==> config.mk <==
export PLATFORM = sky130hd
export DESIGN_NAME = demux_1_3_reg_flat
export DESIGN_NICKNAME = d
export VERILOG_FILES = /design/src/rtl/demux_1_3_reg_if.sv /design/src/rtl/demux_1_3_reg.sv /design/src/flat_wrapper.sv
export SDC_FILE = /design/constraint.sdc
export NUM_CORES = 1
export LEC_CHECK = 0
export CORE_ASPECT_RATIO = 1.1
export CORE_MARGIN = 2
export CORE_UTILIZATION = 49
export CTS_BUF_LIST = sky130_fd_sc_hd__clkbuf_8 sky130_fd_sc_hd__clkbuf_16
export DETAILED_ROUTE_END_ITERATION = 16
export PLACE_DENSITY = 0.84
export SLEW_MARGIN = 25
export SYNTH_ARGS = -nofsm -noshare
export SYNTH_HDL_FRONTEND = slang
export SYNTH_SLANG_ARGS = --single-unit
==> constraint.sdc <==
create_clock -name clk -period 3.6 [get_ports clk]
set_clock_uncertainty 0.15 [all_clocks]
set_input_delay 0.54 -clock clk [delete_from_list [all_inputs] [get_ports clk]]
set_output_delay 0.54 -clock clk [all_outputs]
set_load 0.05 [all_outputs]
==> src/rtl/demux_1_3_reg_if.sv <==
// Handshake bundle for the registered 1-to-3 demultiplexer: one producer-side
// stream in, three consumer-side valid/ready streams out, plus the transfer counter.
interface demux_1_3_reg_if #(
  parameter int DATA_W = 16,
  parameter int CNT_W  = 16
);
  logic [DATA_W-1:0] demux_input;
  logic              in_valid;
  logic              in_ready;
  logic              selector_1;
  logic              selector_2;
  logic [DATA_W-1:0] out_data_0;
  logic [DATA_W-1:0] out_data_1;
  logic [DATA_W-1:0] out_data_2;
  logic              out_valid_0;
  logic              out_valid_1;
  logic              out_valid_2;
  logic              out_ready_0;
  logic              out_ready_1;
  logic              out_ready_2;
  logic [CNT_W-1:0]  xfer_count;

  // Environment side: feeds the input stream and consumes the three channels.
  modport master (
    output demux_input, in_valid, selector_1, selector_2,
    output out_ready_0, out_ready_1, out_ready_2,
    input  in_ready, out_data_0, out_data_1, out_data_2,
    input  out_valid_0, out_valid_1, out_valid_2, xfer_count
  );

  modport slave (
    input  demux_input, in_valid, selector_1, selector_2,
    input  out_ready_0, out_ready_1, out_ready_2,
    output in_ready, out_data_0, out_data_1, out_data_2,
    output out_valid_0, out_valid_1, out_valid_2, xfer_count
  );
endinterface

==> src/rtl/demux_1_3_reg.sv <==
// Registered 1-to-3 demultiplexer: each channel owns a one-entry holding register
// with valid/ready, so a stalled consumer only back-pressures words meant for it.
module demux_1_3_reg #(
  parameter int DATA_W = 16,
  parameter int CNT_W  = 16
) (
  input logic            clk,
  input logic            reset_n,
  demux_1_3_reg_if.slave bus
);

  typedef enum logic {EMPTY = 1'b0, FULL = 1'b1} chan_state_e;

  logic [1:0]        sel;
  logic              in_ready;
  logic [2:0]        ready_vec;
  logic [2:0]        valid_vec;
  logic [2:0]        acc;
  logic [2:0]        take;
  chan_state_e       state_q   [3];
  chan_state_e       state_nxt [3];
  logic [DATA_W-1:0] data_q    [3];
  logic [CNT_W-1:0]  count_q;

  assign ready_vec = {bus.out_ready_2, bus.out_ready_1, bus.out_ready_0};

  // Same priority as the 3:1 word mux: selector_2 wins over selector_1.
  always_comb begin
    sel = 2'd0;
    if (bus.selector_2)      sel = 2'd2;
    else if (bus.selector_1) sel = 2'd1;
  end

  // Readiness looks only at the channel currently selected, never at in_valid.
  always_comb begin
    // NOTE: every always_comb output gets a default first so no path can infer a latch.
    in_ready = 1'b0;
    case (sel)
      2'd0:    in_ready = !valid_vec[0] || ready_vec[0];
      2'd1:    in_ready = !valid_vec[1] || ready_vec[1];
      2'd2:    in_ready = !valid_vec[2] || ready_vec[2];
      default: in_ready = 1'b0;
    endcase
  end

  always_comb begin
    acc  = '0;
    take = '0;
    for (int i = 0; i < 3; i++) begin
      acc[i]  = bus.in_valid && in_ready && (sel == i[1:0]);
      take[i] = valid_vec[i] && ready_vec[i];
    end
  end

  // State register.
  always_ff @(posedge clk or negedge reset_n) begin
    if (!reset_n) begin
      for (int i = 0; i < 3; i++) state_q[i] <= EMPTY;
    end else begin
      // NOTE: sequential state uses non-blocking assignments so every flop samples pre-edge values.
      for (int i = 0; i < 3; i++) state_q[i] <= state_nxt[i];
    end
  end

  // Next-state logic; a refill in the delivery cycle keeps the channel FULL with no bubble.
  always_comb begin
    for (int i = 0; i < 3; i++) begin
      state_nxt[i] = state_q[i];
      case (state_q[i])
        EMPTY:   if (acc[i]) state_nxt[i] = FULL;
        FULL:    if (take[i] && !acc[i]) state_nxt[i] = EMPTY;
        default: state_nxt[i] = EMPTY;
      endcase
    end
  end

  // Output logic.
  always_comb begin
    for (int i = 0; i < 3; i++) valid_vec[i] = (state_q[i] == FULL);
  end

  // Holding registers are written only on acceptance, so data stays put under stall and after delivery.
  always_ff @(posedge clk or negedge reset_n) begin
    if (!reset_n) begin
      // NOTE: the holding registers are reset too, because consumers see zeros while reset is low.
      for (int i = 0; i < 3; i++) data_q[i] <= '0;
    end else begin
      for (int i = 0; i < 3; i++) begin
        if (acc[i]) data_q[i] <= bus.demux_input;
      end
    end
  end

  always_ff @(posedge clk or negedge reset_n) begin
    if (!reset_n)        count_q <= '0;
    else if (|acc)       count_q <= count_q + 1'b1;
  end

  assign bus.in_ready    = in_ready;
  assign bus.out_valid_0 = valid_vec[0];
  assign bus.out_valid_1 = valid_vec[1];
  assign bus.out_valid_2 = valid_vec[2];
  assign bus.out_data_0  = data_q[0];
  assign bus.out_data_1  = data_q[1];
  assign bus.out_data_2  = data_q[2];
  assign bus.xfer_count  = count_q;

endmodule

==> src/flat_wrapper.sv <==
// flat-port wrapper written by rule: the top's interface ports become plain ports
module demux_1_3_reg_flat 
#(
  parameter int DATA_W = 16,
  parameter int CNT_W  = 16
)
  (clk, reset_n, bus_demux_input, bus_in_valid, bus_selector_1, bus_selector_2, bus_out_ready_0, bus_out_ready_1, bus_out_ready_2, bus_in_ready, bus_out_data_0, bus_out_data_1, bus_out_data_2, bus_out_valid_0, bus_out_valid_1, bus_out_valid_2, bus_xfer_count);
  demux_1_3_reg_if #(.DATA_W(DATA_W), .CNT_W(CNT_W)) bus_i ();
  input logic clk;
  input logic reset_n;
  input wire logic [$bits(bus_i.demux_input)-1:0] bus_demux_input;
  input wire logic [$bits(bus_i.in_valid)-1:0] bus_in_valid;
  input wire logic [$bits(bus_i.selector_1)-1:0] bus_selector_1;
  input wire logic [$bits(bus_i.selector_2)-1:0] bus_selector_2;
  input wire logic [$bits(bus_i.out_ready_0)-1:0] bus_out_ready_0;
  input wire logic [$bits(bus_i.out_ready_1)-1:0] bus_out_ready_1;
  input wire logic [$bits(bus_i.out_ready_2)-1:0] bus_out_ready_2;
  output wire logic [$bits(bus_i.in_ready)-1:0] bus_in_ready;
  output wire logic [$bits(bus_i.out_data_0)-1:0] bus_out_data_0;
  output wire logic [$bits(bus_i.out_data_1)-1:0] bus_out_data_1;
  output wire logic [$bits(bus_i.out_data_2)-1:0] bus_out_data_2;
  output wire logic [$bits(bus_i.out_valid_0)-1:0] bus_out_valid_0;
  output wire logic [$bits(bus_i.out_valid_1)-1:0] bus_out_valid_1;
  output wire logic [$bits(bus_i.out_valid_2)-1:0] bus_out_valid_2;
  output wire logic [$bits(bus_i.xfer_count)-1:0] bus_xfer_count;
  assign bus_i.demux_input = bus_demux_input;
  assign bus_i.in_valid = bus_in_valid;
  assign bus_i.selector_1 = bus_selector_1;
  assign bus_i.selector_2 = bus_selector_2;
  assign bus_i.out_ready_0 = bus_out_ready_0;
  assign bus_i.out_ready_1 = bus_out_ready_1;
  assign bus_i.out_ready_2 = bus_out_ready_2;
  assign bus_in_ready = bus_i.in_ready;
  assign bus_out_data_0 = bus_i.out_data_0;
  assign bus_out_data_1 = bus_i.out_data_1;
  assign bus_out_data_2 = bus_i.out_data_2;
  assign bus_out_valid_0 = bus_i.out_valid_0;
  assign bus_out_valid_1 = bus_i.out_valid_1;
  assign bus_out_valid_2 = bus_i.out_valid_2;
  assign bus_xfer_count = bus_i.xfer_count;
  demux_1_3_reg #(.DATA_W(DATA_W), .CNT_W(CNT_W)) u_core (.clk(clk), .reset_n(reset_n), .bus(bus_i));
endmodule
# Word-level counts from Yosys, hierarchy flattened
# Cells that the tools add are included.
# classes
eq_ne,2
addsub,1
n_reduce_logical,21
n_bitwise,3
mux,12
# op_table
operator,count
"16-bit by 1-bit adder with 16-bit output, second input constant",1
1-bit logical AND,10
1-bit 2-to-1 mux,7
1-bit zero test,6
1-bit one-hot mux with 2 select lines,3
1-bit logical OR,3
1-bit inverter,3
1-bit one-hot mux with 3 select lines,1
3-bit OR reduction,1
"2-bit by 1-bit == test with 1-bit output, second input constant",1
"2-bit == test, second input constant",1
2-bit zero test,1
2-bit 2-to-1 mux,1
# totals
output_inout_bits,68
in_bits,24
wordCells,46
regBits,67

# Depth between registers and ports, before layout
# Gate-level depths: netlist (run 1).
# logic_depth
depth_word,10
ltp_mapped,6
ltp_nobuf,5

# Worst setup path before layout (run 1)
# Ideal clock, no wire load.
# synth_timing
path_type,reg-to-output
start,"reg u_core.state_q, in the netlist u_core.bus.out_valid_0"
end,out bus_in_ready
path_stages_with_launch,5
t_arrival_ps,1674
t_required_ps,2910
path_buffers,1
setup_slack_ps,1236
path_cell_list,dfrtp_1 -> nor2b_1 -> nor3_2 -> buf_4 -> or2_2
# synth_via
elab_chain_cells,3
# synth_rtl
element,line_no,text
from (decl),demux_1_3_reg.sv:20,chan_state_e state_q [3];
1-bit zero test,demux_1_3_reg.sv:39,2'd0: in_ready = !valid_vec[0] || ready_vec[0];
1-bit logical OR,demux_1_3_reg.sv:39,
1-bit one-hot mux with 3 select lines,demux_1_3_reg.sv:38,case (sel)
to (decl),flat_wrapper.sv:18,output wire logic [$bits(bus_i.in_ready)-1:0] bus_in_ready;
# Every way passes these cells.

# Worst setup path after layout (run 1)
# layout_timing
start,in bus_selector_1
end,out bus_in_ready
# layout_via
elab_chain_cells,4
elab_cells_between_ends,6
classes_between,2 x eq/ne; 3 x mux; 1 x reduce/logical
# layout_rtl
element,line_no,text
from (decl),flat_wrapper.sv:13,input wire logic [$bits(bus_i.selector_1)-1:0] bus_selector_1;
1-bit 2-to-1 mux (*),demux_1_3_reg.sv:31,else if (bus.selector_1) sel = 2'd1;
2-bit 2-to-1 mux (*),demux_1_3_reg.sv:30,if (bus.selector_2) sel = 2'd2;
"2-bit == test, or another cell as far along",demux_1_3_reg.sv:38,
1-bit one-hot mux with 3 select lines (*),demux_1_3_reg.sv:38,
# Mark *: on every way between the ends. The rest lies on a longest branch, timed or not.

==> results of run 1 <==
cell type report:
type / count / share of cell area
Sequential cell: 67 / 0.418
Multi-Input combinational cell: 113 / 0.271
Timing Repair Buffer: 97 / 0.240
Clock buffer: 9 / 0.0309
Tap cell: 77 / 0.0240
Clock inverter: 7 / 0.0153
Inverter: 1 / 0.000935
state kept, by name (all words and copies together), names as in the netlist:
signal	count
u_core.bus.out_data_1	16
u_core.bus.out_valid_2	1
u_core.bus.out_valid_1	1
u_core.bus.xfer_count	16
u_core.bus.out_data_0	16
u_core.bus.out_valid_0	1
u_core.bus.out_data_2	16
kinds of logic (layout without fill, tap and decap cells):
logic type / after synthesis / after routing / share of synthesized area
AOI/OAI and AO/OA: 16 / 16 / 0.0629
buffers and inverters: 9 / 114 / 0.0213
muxes: 49 / 49 / 0.195
DFF: 67 / 67 / 0.594
adders and majority gates: 1 / 1 / 0.00443
xor gates and xnor gates: 15 / 15 / 0.0465
and+or+nand+nor: 32 / 32 / 0.0758
cells in the mapped netlist (all sizes together):
cell / instances
nor2: 2
nand4: 1
nand3: 2
mux2: 49
clkbuf: 1
nand2b: 2
nor4: 1
inv: 1
nor4b: 1
and4: 1
nor2b: 3
nand2: 6
a22o: 1
and3: 5
o2111ai: 6
xnor2: 15
dfrtp: 67
buf: 7
and2: 2
or2: 2
ha: 1
nor3: 3
o211ai: 8
o21ai: 1
nand4b: 1
worst reg2reg max path, cell delays in order, from the launching register on:
cell                        delay [ns]
sky130_fd_sc_hd__dfrtp_1          0.44
sky130_fd_sc_hd__ha_1             0.23
sky130_fd_sc_hd__nand2_1          0.11
sky130_fd_sc_hd__nor4_2           0.44
sky130_fd_sc_hd__o2111ai_1        0.22
sky130_fd_sc_hd__xnor2_1          0.16
through the flow:
stage | utilization | instance area (um^2) | total power, mW | setup WS (ns) | std cells
after CTS | 0.708 | 4010 | 2.69 | 0.722 | 371
final | 0.709 | 4010 | 2.67 | 0.715 | 371
after floorplan | - | 2820 | 1.70 | 1.24 | 189
after detailed placement | 0.676 | 3820 | 2.10 | 0.727 | 355
after global routing | 0.709 | 4010 | 2.78 | 0.639 | 371
after global placement | 0.676 | 3820 | 2.08 | 0.738 | 355
where the power goes:
part	total (mW)	leakage [nW]	switching (mW)	internal, mW
Combinational	1.08	0.742	0.689	0.394
Sequential	1.00	0.819	0.104	0.895
Clock	0.586	0.105	0.274	0.312
Total	2.67	1.67	1.07	1.60
cell usage in the layout (no fill, tap or decap), types with 2 or more instances in the layout:
cell and instances:
sky130_fd_sc_hd__nand2_1 6, sky130_fd_sc_hd__o2111ai_1 5, sky130_fd_sc_hd__buf_4 7, sky130_fd_sc_hd__nor2_1 2, sky130_fd_sc_hd__and3_1 5, sky130_fd_sc_hd__inv_1 3
sky130_fd_sc_hd__o211ai_2 8, sky130_fd_sc_hd__clkdlybuf4s50_1 89, sky130_fd_sc_hd__dfrtp_1 67, sky130_fd_sc_hd__clkbuf_8 9, sky130_fd_sc_hd__mux2_2 49, sky130_fd_sc_hd__nor2b_1 3
sky130_fd_sc_hd__xnor2_1 15, sky130_fd_sc_hd__nand3_1 2, sky130_fd_sc_hd__or2_2 2, sky130_fd_sc_hd__nand2b_1 2, sky130_fd_sc_hd__and2_1 2, sky130_fd_sc_hd__nor3_1 2
sky130_fd_sc_hd__clkinv_2 3
path summary, 6_finish.rpt:
check / from / depth (start not counted) / to
setup reg to reg: u_core.bus.xfer_count[0] / 5 / u_core.bus.xfer_count[12]
setup / recovery: bus_selector_1 / 5 / bus_in_ready
min in group clk: u_core.bus.xfer_count[15] / 1 / u_core.bus.xfer_count[15]
hold reg to reg: u_core.bus.xfer_count[15] / 1 / u_core.bus.xfer_count[15]
hold / removal: reset_n / 1 / u_core.bus.xfer_count[6]
max in group asynchronous: reset_n / 2 / u_core.bus.out_data_2[14]
per-layer routing:
layer | up-vias | part of all wire
li1 | 885 | -
met1 | 987 | 0.41
met2 | 68 | 0.50
met3 | 4 | 0.080
met4 | 0 | 0.0070
met5 | - | 0
==> impl.org, run 1 <==
** Die
- Total Die Area :: 6390 um^2
- The die is about 76 um wide.
- The region available for standard cell placement spans 5660 um^2.
- The floorplan step set the die height to 83.6 um.
- For this configuration, the core starts out at a cell density of 0.499.
- During I/O placement, the number of pins put on the boundary was 92.
- Number of placement rows :: 29

** GRT
- In the global route stage, met2 resource usage came out at 0.324.
- Vias in the first global route :: 2041
- For met3 alone, demand over resource in global routing was 0.0844.
- Busiest layer in global routing :: met2
- In the global route stage, met1 resource usage came out at 0.238.
- Entering global routing, the biggest net connects between 40 and 50 pins.
- The initial antenna violation count was 0.
- The first global-routing pass estimated 9880 um of wire.
- Overall track demand over capacity in global routing :: 0.199
- Overall overflow remaining after global route :: 0

** Timing
- The final number of hold-violating endpoints came to 0.
- Dividing the final minimum period by the clock period gives 0.801.
- The final-report max-slew violation count was 0.
- Setup repair after global routing missed its margin :: false
- Setup-violating endpoint count in the final report :: 0
- Tmin final :: ~2.9 ns
- Across all hold checks on the routed design, the worst slack comes to between 0.05 and 0.06 ns.
- Sum of negative setup slack :: 0 ns
- Measured against its own limit, the worst slew margin works out to 0.583.
- At the pin with the least slew margin, the transition time is 0.624 ns.
- Timing-limited maximum frequency :: 347 MHz

** Worst setup path
- Crit Path Class :: in2out
- Critical path's top delay family :: buffers and inverters
- For flop-to-flop paths, the worst setup slack is 1.74 ns.
- STA classifies the critical path endpoint as an output port.
- Library cell contributing the largest single delay on the critical path :: sky130_fd_sc_hd__clkdlybuf4s50_1
- Combined buffer and inverter count along the critical path :: 2
- At the worst endpoint, the arrival time is 2.19 ns.
- Data on the critical path is required at its endpoint by 2.91 ns.
- Worst-path maximum fanout :: 16
- The worst setup path is launched from an input pin.
- Walking the worst path, the cells encountered are clkdlybuf4s50_1 > nor2b_1 > a22o_2 > or2_2 > buf_12.
- In this design, the stage delay of the slowest critical-path cell is 0.53 ns.

** Route
- DRC violations left :: 0
- Number of nets still failing antenna checks after routing :: 0
- Via count of the routed design :: 1944
- Violation count after the first detailed-route iteration :: 70
- Number of vias per cell after detailed routing :: 5.24
- Total Routed Length :: between 5000 and 6000 um
- In the final routed layout, each cell accounts on average for 16.1 um.
- Detailed-routing iteration count for the pre-antenna-repair pass :: 4

** Logic synthesis
- The cell area that synthesis handed to floorplanning was 2820 um^2.
- Post-Syn Instances :: 189
- Post-synthesis sequential area ratio :: 0.594
- Leading area contributor after synthesis :: sky130_fd_sc_hd__dfrtp_1
- The average instance in the mapped netlist occupies 14.9 um^2.
- Of the post-synthesis cell area, the dominant cell type holds 0.594.
- In this run, synthesis produced a sequential element count of 67.
- Post-synthesis net count :: about 210
- Yosys attributes the largest share of cell area to sky130_fd_sc_hd__dfrtp_1 59%, sky130_fd_sc_hd__mux2_2 20%, sky130_fd_sc_hd__xnor2_1 4.7%, sky130_fd_sc_hd__o211ai_2 3.5%, sky130_fd_sc_hd__o2111ai_1 1.6%.
- Synth unique cells :: 29
- During synthesis, Yosys emitted a total of 0 warnings.

** Layout
- Area added between synthesis and finish :: 42.1%
- Number of filler instances in the final layout :: about 440
- Antenna Diode Count :: 0
- Combined area of the multi-input logic cells :: 1090 um^2
- Area of all sequential standard cells :: 1680 um^2
- Final net count :: between 300 and 400
- Of the cells placed in the final design, the portion with a size suffix greater than 1 is 0.299.

** Pwr
- Worst supply voltage drop on vdd :: roughly 420 uV
- Summed over all cells, the static leakage comes to 1.67 nW.
- P per Cell Area :: between 600 and 700 nW/um^2

** Clock tree
- After clock tree synthesis, the setup repair step added 0 buffers.
- Hold repair after CTS inserted 0 buffers.
- The cell sitting at the root of the clock tree is a sky130_fd_sc_hd__clkbuf_8.
- After clock tree synthesis, the clock-pin slew on the worst setup and hold paths is 0.07 ns.
- TritonCTS built the clock tree.
- Post_cts resized :: 0
- Cts bufs inserted :: 9
- The clock reaches the later pin of the worst-skew pair after ~0.33 ns.
- In this run the deepest clock path goes through 2 buffers.
- Clock Sink Count :: 67
- The H-tree was split into 3 levels.

** Placed design
- Summed over all nets, the half-perimeter wirelength after detailed placement is between 4000 and 5000 um.
- During placement, the flow inserted port buffers numbering 91.
- Routability-driven placement finished with a final weighted congestion of 0.798.

** Min path
- The path class of the tightest hold or removal check is in2async.

** Outcome
- Outcome :: completed

** Job
- Max cap viols :: 0
Power figures use the tool's default switching activity.
==> run 2, diff against run 1 <==
Settings changed: CORE_UTILIZATION 49 to 46, PLACE_DENSITY 0.84 to 0.8.
Clock period 3.6 ns to 3 ns, I/O delays scaled along.
==> run 2 against run 1 <==
Compared with the run above:
- worst setup slack worse by 0.22 ns
- register-to-register slack worse by 0.67 ns
- utilization down 1.2 points
- largest power group unchanged
- critical path type unchanged
- wire length up 0.89%
- via count down 2.1%
==> impl.org, run 2 (same netlist as run 1, synthesis figures left out) <==
** Timing
- Hold violation count in the final report :: 0 (unchanged)
- After layout, the minimum clock period comes to 2.51 ns.
- The transition time at the pin with the least slew margin came to 0.838 ns (+0.215 ns).
- Setup repair after global routing left no endpoint under its margin.
- The post-route setup TNS was 0 ns (unchanged).
- The final-report max-slew violation count was 0 (unchanged).
- Slew Limit Headroom :: 0.441 (-0.142)
- Dividing the final minimum period by the clock period gives 0.836.
- The post-route worst setup slack was 0.491 ns (-0.224 ns).
- The number of endpoints failing setup at the final stage came to 0 (unchanged).
- Timing-limited maximum frequency :: 399 MHz

** Pwr
- The internal power of the cells came to 2.12 mW (+32%).
- The maximum resistive drop on vdd was 596 uV (+41%).
- The cell area power density was 835 nW/um^2 (+26%).
- Switching Fraction :: 0.378 (-0.0221)
- Part of the total power dissipated in sequential elements :: 0.353 (-0.022)
- Combinational share of power :: 0.381 (-0.025)
- Net switching power :: 1.28 mW (+20%)
- The overall power came to 3.40 mW (+27%).
- The leakage power of the design came to 1.69 nW (+1.2%).
- The share of power burned in the clock network was 0.265 (+0.045).

** Route
- Total Routed Length :: 6030 um (+0.89%)
- The initial detailed-routing violation count came to 51 (-27%).
- Number of vias per cell after detailed routing :: 5.13 (-2.1%)
- DRC violations left :: 0 (unchanged)
- Via count of the routed design :: 1904 (-2.1%)
- The number of antenna-violating nets in the routed design came to 0 (unchanged).
- The number of iterations in the first detailed-routing pass is 4 (unchanged).
- Post-DR wirelength/cell :: 16.2 um (+0.89%)

** Worst setup path
- Longest individual stage delay on the worst path :: 0.53 ns (about the same)
- The worst setup path is of the in2out kind.
- Capturing element type of the critical path :: output port
- The arrival time at the worst endpoint was 1.91 ns (-0.28 ns).
- Library cell contributing the largest single delay on the critical path :: sky130_fd_sc_hd__clkdlybuf4s50_1
- Worst path cell trace :: clkdlybuf4s50_1 > nor2b_1 > a22o_2 > or2_2 > buf_12
- Worst-path maximum fanout :: 4 (-12)
- Startpoint type of the worst setup path :: input pin
- The critical path data required time was 2.40 ns (-0.51 ns).

** Layout
- Top library cells by usage in the layout, fill and taps aside :: 89 x sky130_fd_sc_hd__clkdlybuf4s50_1, 67 x sky130_fd_sc_hd__dfrtp_1, 49 x sky130_fd_sc_hd__mux2_2
- Number of filler instances in the final layout :: 443 (+1.8%)
- Most frequent standard cell in the layout excluding fill and tap cells :: sky130_fd_sc_hd__clkdlybuf4s50_1
- The share of layout cells above drive strength 1 was 0.303 (+0.00340).
- Area added between synthesis and finish :: 44.1%
- The total inserted antenna cells was 0 (unchanged).
- Final net count :: 314 (unchanged)
- The post-route non-filler standard cell count was 371 (unchanged).

** Outcome
- Outcome :: completed

** Clock tree
- The clock buffer count from CTS came to 9 (unchanged).
- Clock tree from TritonCTS :: built
- Clock Tree Root :: sky130_fd_sc_hd__clkbuf_8
- The hold-fix buffer count after cts is 0 (unchanged).
- Number of H-tree levels :: 3 (unchanged)
- The maximum count of clock buffers along a single path came to 2 (unchanged).
- The source-to-sink clock delay at the later pin of the worst-skew pair is 0.33 ns (about the same).
- Clock-pin slew on the worst setup and hold paths :: 0.07 ns (about the same)
- The number of clock sinks is 67 (unchanged).
- The post-cts resize count came to 0 (unchanged).
- Post-CTS setup buffer count :: 0 (unchanged)

** Die
- The floorplan die area was 6780 um^2 (+6.2%).
- Number of primary I/O pins :: 92 (unchanged)
- Die width :: 78.7 um (+3.0%)
- The total core area is 5840 um^2 (+3.2%).
- The vertical die dimension is 86.2 um (+3.1%).
- The initial cell density of the core is 0.483 (-0.0155).
- The site row count was 29 (unchanged).

** Placed design
- The post-placement cell count was 355 (unchanged).
- Quantity of I/O buffers inserted on ports :: 91 (unchanged)
- HPWL after detailed placement :: 4140 um (+0.18%)
- The global placer's final weighted congestion came to 0.801 (+0.38%).
- The placement-stage worst setup slack came to 0.493 ns (-0.234 ns).

** Min path
- Min-Delay Path Class :: in2async

** GRT
- Overall track demand over capacity in global routing :: 0.191 (-0.00734)
- The number of global-route vias before repair came to 1966 (-3.7%).
- Overall overflow remaining after global route :: 0 (unchanged)
- The initial antenna violation count is 0 (unchanged).
- The first-pass GRT wire length came to 9850 um (-0.34%).
- Maximum number of pins on one net before global-route repair :: 68 (+45%)

** Job
- Max cap viols :: 0 (unchanged)
==> run 2: cell count changes in the layout (fill, tap and decap cells not counted), sizes merged <==
| cell | previous run | this run |
|---|---|---|
| clkinv | 4 | 0 |
| bufinv | 1 | 3 |
| clkbuf | 9 | 10 |
| clkinvlp | 0 | 1 |
==> run 2: cell type report <==
type / count / area [um^2] / share of cell area
flip-flops and latches: 67 / 1680 / 0.412
multi-input cells: 113 / 1090 / 0.268
repair buffers: 97 / 961 / 0.236
clock buffers: 10 / 138 / 0.0338
clock inverters: 6 / 105 / 0.0258
well taps: 77 / 96.3 / 0.0237
inverters: 1 / 3.75 / 0.000922
==> run 2: per-layer routing <==
| metal | track usage | share of wire | wire length (um) |
|---|---|---|---|
| met4 | 0.0558 | 0.0075 | 45 |
| met2 | 0.281 | 0.46 | 2780 |
| met5 | 0 | 0 | 0 |
| met3 | 0.0948 | 0.099 | 594 |
| met1 | 0.252 | 0.43 | 2610 |
==> run 2: path summary, 6_finish.rpt <==
check	startpoint	endpoint	slack (ns)	depth (start not counted)
worst max register to register	u_core.bus.xfer_count[0]	u_core.bus.xfer_count[12]	1.07	5
max in group asynchronous	reset_n	u_core.bus.out_valid_2	2.00	2
min in group clk	u_core.bus.xfer_count[15]	u_core.bus.xfer_count[15]	0.33	1
worst min register to register	u_core.bus.xfer_count[15]	u_core.bus.xfer_count[15]	0.33	1
worst min-delay path	reset_n	u_core.bus.xfer_count[0]	0.14	2
worst max-delay path	bus_selector_1	bus_in_ready	0.49	5
==> run 2: through the flow <==
stage	util	hold slack, ns	instance area, um^2
floorplan	-	0.00441	2820
global placement	0.655	0.314	3830
detailed placement	0.655	0.341	3830
CTS	0.697	0.189	4070
global route	0.697	0.226	4070
finish	0.697	0.143	4070
==> run 2: power groups by stage <==
stage | combinational, mW | sequential [mW] | clock, mW
final | 1.30 | 1.20 | 0.902
after global routing | 1.36 | 1.22 | 0.965
after floorplan | 0.240 | 1.80 | 0
after CTS | 1.31 | 1.20 | 0.922
after global placement | 1.29 | 1.21 | 0
after detailed placement | 1.31 | 1.22 | 0
==> run 2: worst max-delay path, delay by kind of cell <==
family,cells,cell delay (ns)
AOI/OAI and AO/OA,1,0.27
buffers and inverters,2,0.68
and+or+nand+nor,2,0.51
==> run 3, diff against run 2 <==
Settings changed: CORE_UTILIZATION 46 to 41, PLACE_DENSITY 0.8 to 0.75.
Clock period 3 ns to 2.2 ns, I/O delays scaled along.
==> run 3 against run 2 <==
Compared with the run above:
- non-clock buffer count rose by 10
- sequential power rose by 37%
- final area rose by 1.8%
- critical path depth did not move
- clock power rose by 6.2%
- hold slack improved by 0.19 ns
- worst setup slack got worse by 0.46 ns
- sequential cell count did not move
- global-route usage fell by 1.4 points
- total power rose by 29%
- highest routed layer unchanged
==> impl.org, run 3 (same netlist as run 1, synthesis figures left out) <==
** Layout
- The layout filler cell count was 525 (+19%).
- The area growth from synthesis to layout is 46.7%.
- Final design utilization :: 0.625 (-0.0721)
- Top library cells by usage in the layout, fill and taps aside :: 89 x sky130_fd_sc_hd__clkdlybuf4s50_1, 67 x sky130_fd_sc_hd__dfrtp_1, 49 x sky130_fd_sc_hd__mux2_2
- Final net count :: 324 (+3.2%)
- Share of post-route cells with drive strength above 1 :: 0.321 (+0.0185)
- Leaving out fill and tap cells, the most frequent cell in the layout is sky130_fd_sc_hd__clkdlybuf4s50_1.
- Antenna Diode Count :: 0 (unchanged)
- The design area came to 4140 um^2 (+1.8%).

** Timing
- Timing-limited maximum frequency :: 460 MHz
- Setup repair after global routing missed its margin :: false
- Fin worst setup slack :: 0.0264 ns (-0.465 ns)
- Fin. max-slew vios :: 0 (unchanged)
- Setup-violating endpoint count in the final report :: 0 (unchanged)
- Tmin final :: 2.17 ns
- Post-route clock period utilization :: 0.988
- Sum of negative setup slack :: 0 ns (unchanged)
- The worst slew slack as a fraction of its limit was 0.646 (+0.205).
- Slew at the pin closest to its max-slew limit :: 0.529 ns (-0.310 ns)
- Hold violation count in the final report :: 0 (unchanged)

** GRT
- First-pass GRT wire length :: 10500 um (+7.0%)
- Number of antenna violations at the first check in global routing :: 0 (unchanged)
- Maximum number of pins on one net before global-route repair :: 33 (-51%)
- Overall overflow remaining after global route :: 0 (unchanged)
- The number of global-route vias before repair was 2084 (+6.0%).
- Overall track demand over capacity in global routing :: 0.177 (-0.0143)

** Worst setup path
- Capturing element type of the critical path :: output port
- The number of cell instances on the worst register-to-register path is 5 (unchanged).
- Startpoint type of the worst setup path :: input pin
- Required @ worst endpoint :: 1.72 ns (-0.68 ns)
- Slack of the worst reg-to-reg path :: 0.31 ns (-0.76 ns)
- The critical path ends at bus_in_ready.
- The most critical setup path has its startpoint at bus_selector_2.
- Crit Path Class :: in2out
- Reg-to-Reg Start :: u_core.bus.xfer_count[0]
- Worst-path maximum fanout :: 4 (unchanged)
- Arr. time, crit path :: 1.69 ns (-0.22 ns)
- The worst register-to-register path ends at u_core.bus.xfer_count[12].

** Placed design
- HPWL after detailed placement :: 4450 um (+7.6%)
- Post-place instance area :: 3950 um^2 (+3.2%)
- The port buffer count was 91 (unchanged).
- Global placement routability congestion :: 0.809 (+0.97%)
- Worst-case setup slack after placement :: 0.0418 ns (-0.451 ns)

** Die
- Number of primary I/O pins :: 92 (unchanged)
- Total Die Area :: 7570 um^2 (+12%)
- Die width :: 83.1 um (+5.6%)
- The vertical die dimension was 91.0 um (+5.6%).
- The initial cell density of the core was 0.426 (-0.0576).
- CORE AREA :: 6630 um^2 (+14%)
- The site row count is 31 (+6.9%).

** Outcome
- Outcome :: completed

** Pwr
- Static leakage power :: 1.72 nW (+2.2%)
- The cell area power density is 1060 nW/um^2 (+27%).
- Worst supply voltage drop on vdd :: 494 uV (-17%)

** Route
- The initial detailed-routing violation count came to 33 (-35%).
- The final routed wire length divided by cell count is 16.1 um (-0.80%).
- The detailed-route wire length came to 6190 um (+2.7%).
- Number of nets still failing antenna checks after routing :: 0 (unchanged)
- The vias after detailed routing came to 1942 (+2.0%).
- The count of unresolved DRC violations after routing was 0 (unchanged).
- The number of iterations in the first detailed-routing pass was 4 (unchanged).
- Number of vias per cell after detailed routing :: 5.06 (-1.5%)

** Clock tree
- Clock Tree Root :: sky130_fd_sc_hd__clkbuf_8
- Clock tree from TritonCTS :: built
- Clock latency of the later-clocked register in the worst-skew pair :: 0.33 ns (about the same)
- The clock-pin slew on the worst setup and hold paths is 0.07 ns (about the same).
- The count of buffers added by post-CTS timing repair for setup is 0 (unchanged).
- The number of levels in the clock H-tree was 3 (unchanged).
- The clock buffer count from CTS came to 9 (unchanged).
- Maximum clock insertion buffer count :: 2 (unchanged)
- The number of clock sinks was 67 (unchanged).

** Min path
- In this run the most critical hold path is launched from u_core.bus.xfer_count[15].
- Min-Delay Path Class :: reg2reg

** Job
- Max cap viols :: 0 (unchanged)
## run 3: cell count changes in the layout (fill, tap and decap cells not counted), moves of 2 or more
cell,change
sky130_fd_sc_hd__clkinv_2,+2
sky130_fd_sc_hd__buf_12,+4
sky130_fd_sc_hd__bufinv_16,-2
sky130_fd_sc_hd__buf_4,+5
## run 3: worst min path at each step
| stage | end | slack, ns | depth (start not counted) |
|---|---|---|---|
| 2_1_floorplan | u_core.bus.out_data_0[0] | -0.12 | 0 |
| 3_3_place_gp | u_core.bus.out_data_0[1] | 0.17 | 1 |
| 3_5_place_dp | u_core.bus.out_data_0[1] | 0.17 | 1 |
| 4_1_cts | u_core.bus.xfer_count[15] | 0.34 | 1 |
| 5_1_grt | u_core.bus.xfer_count[15] | 0.37 | 1 |
| 6_report | u_core.bus.xfer_count[15] | 0.33 | 1 |
## run 3: power by group
group | internal (mW) | switching (mW) | leakage [nW]
combinational | 0.667 | 1.13 | 0.806
clock | 0.534 | 0.424 | 0.0992
sequential | 1.47 | 0.172 | 0.819
total | 2.67 | 1.72 | 1.72
## run 3: stage by stage
stage	total power, mW	hold WS [ns]	std cells
finish	4.39	0.330	384
global route	4.59	0.371	384
CTS	4.45	0.338	384
detailed placement	3.47	0.173	369
global placement	3.44	0.175	369
floorplan	2.79	-0.116	189
## run 3: area by class of cell
class | instances | area, um^2 | share of cell area
clock buffer | 10 | 138 | 0.0332
timing repair buffer | 107 | 1090 | 0.263
clock inverter | 4 | 43.8 | 0.0106
multi-input combinational | 113 | 1090 | 0.263
sequential | 67 | 1680 | 0.405
inverter | 1 | 3.75 | 0.000906
tap | 82 | 103 | 0.0248
## run 3: timing repair
action                                 CTS  global route
gates resized for setup                  0             0
hold buffers                             1             0
endpoints found under the hold margin   20             0
## run 3: per-layer routing
metal | wire, um | up-vias | part of all wire | GRT usage
met2 | 3020 | 58 | 0.49 | 0.280
met5 | 0 | - | 0 | 0
met1 | 2730 | 980 | 0.44 | 0.221
met3 | 384 | 6 | 0.062 | 0.0718
met4 | 59 | 0 | 0.0095 | 0.0574
li1 | - | 898 | - | -
## run 3: critical path, cell delays in order
cell and delay [ns]:
sky130_fd_sc_hd__clkdlybuf4s50_1 0.53, sky130_fd_sc_hd__nor2b_1 0.06, sky130_fd_sc_hd__a22o_2 0.28, sky130_fd_sc_hd__or2_2 0.33
sky130_fd_sc_hd__buf_12 0.16
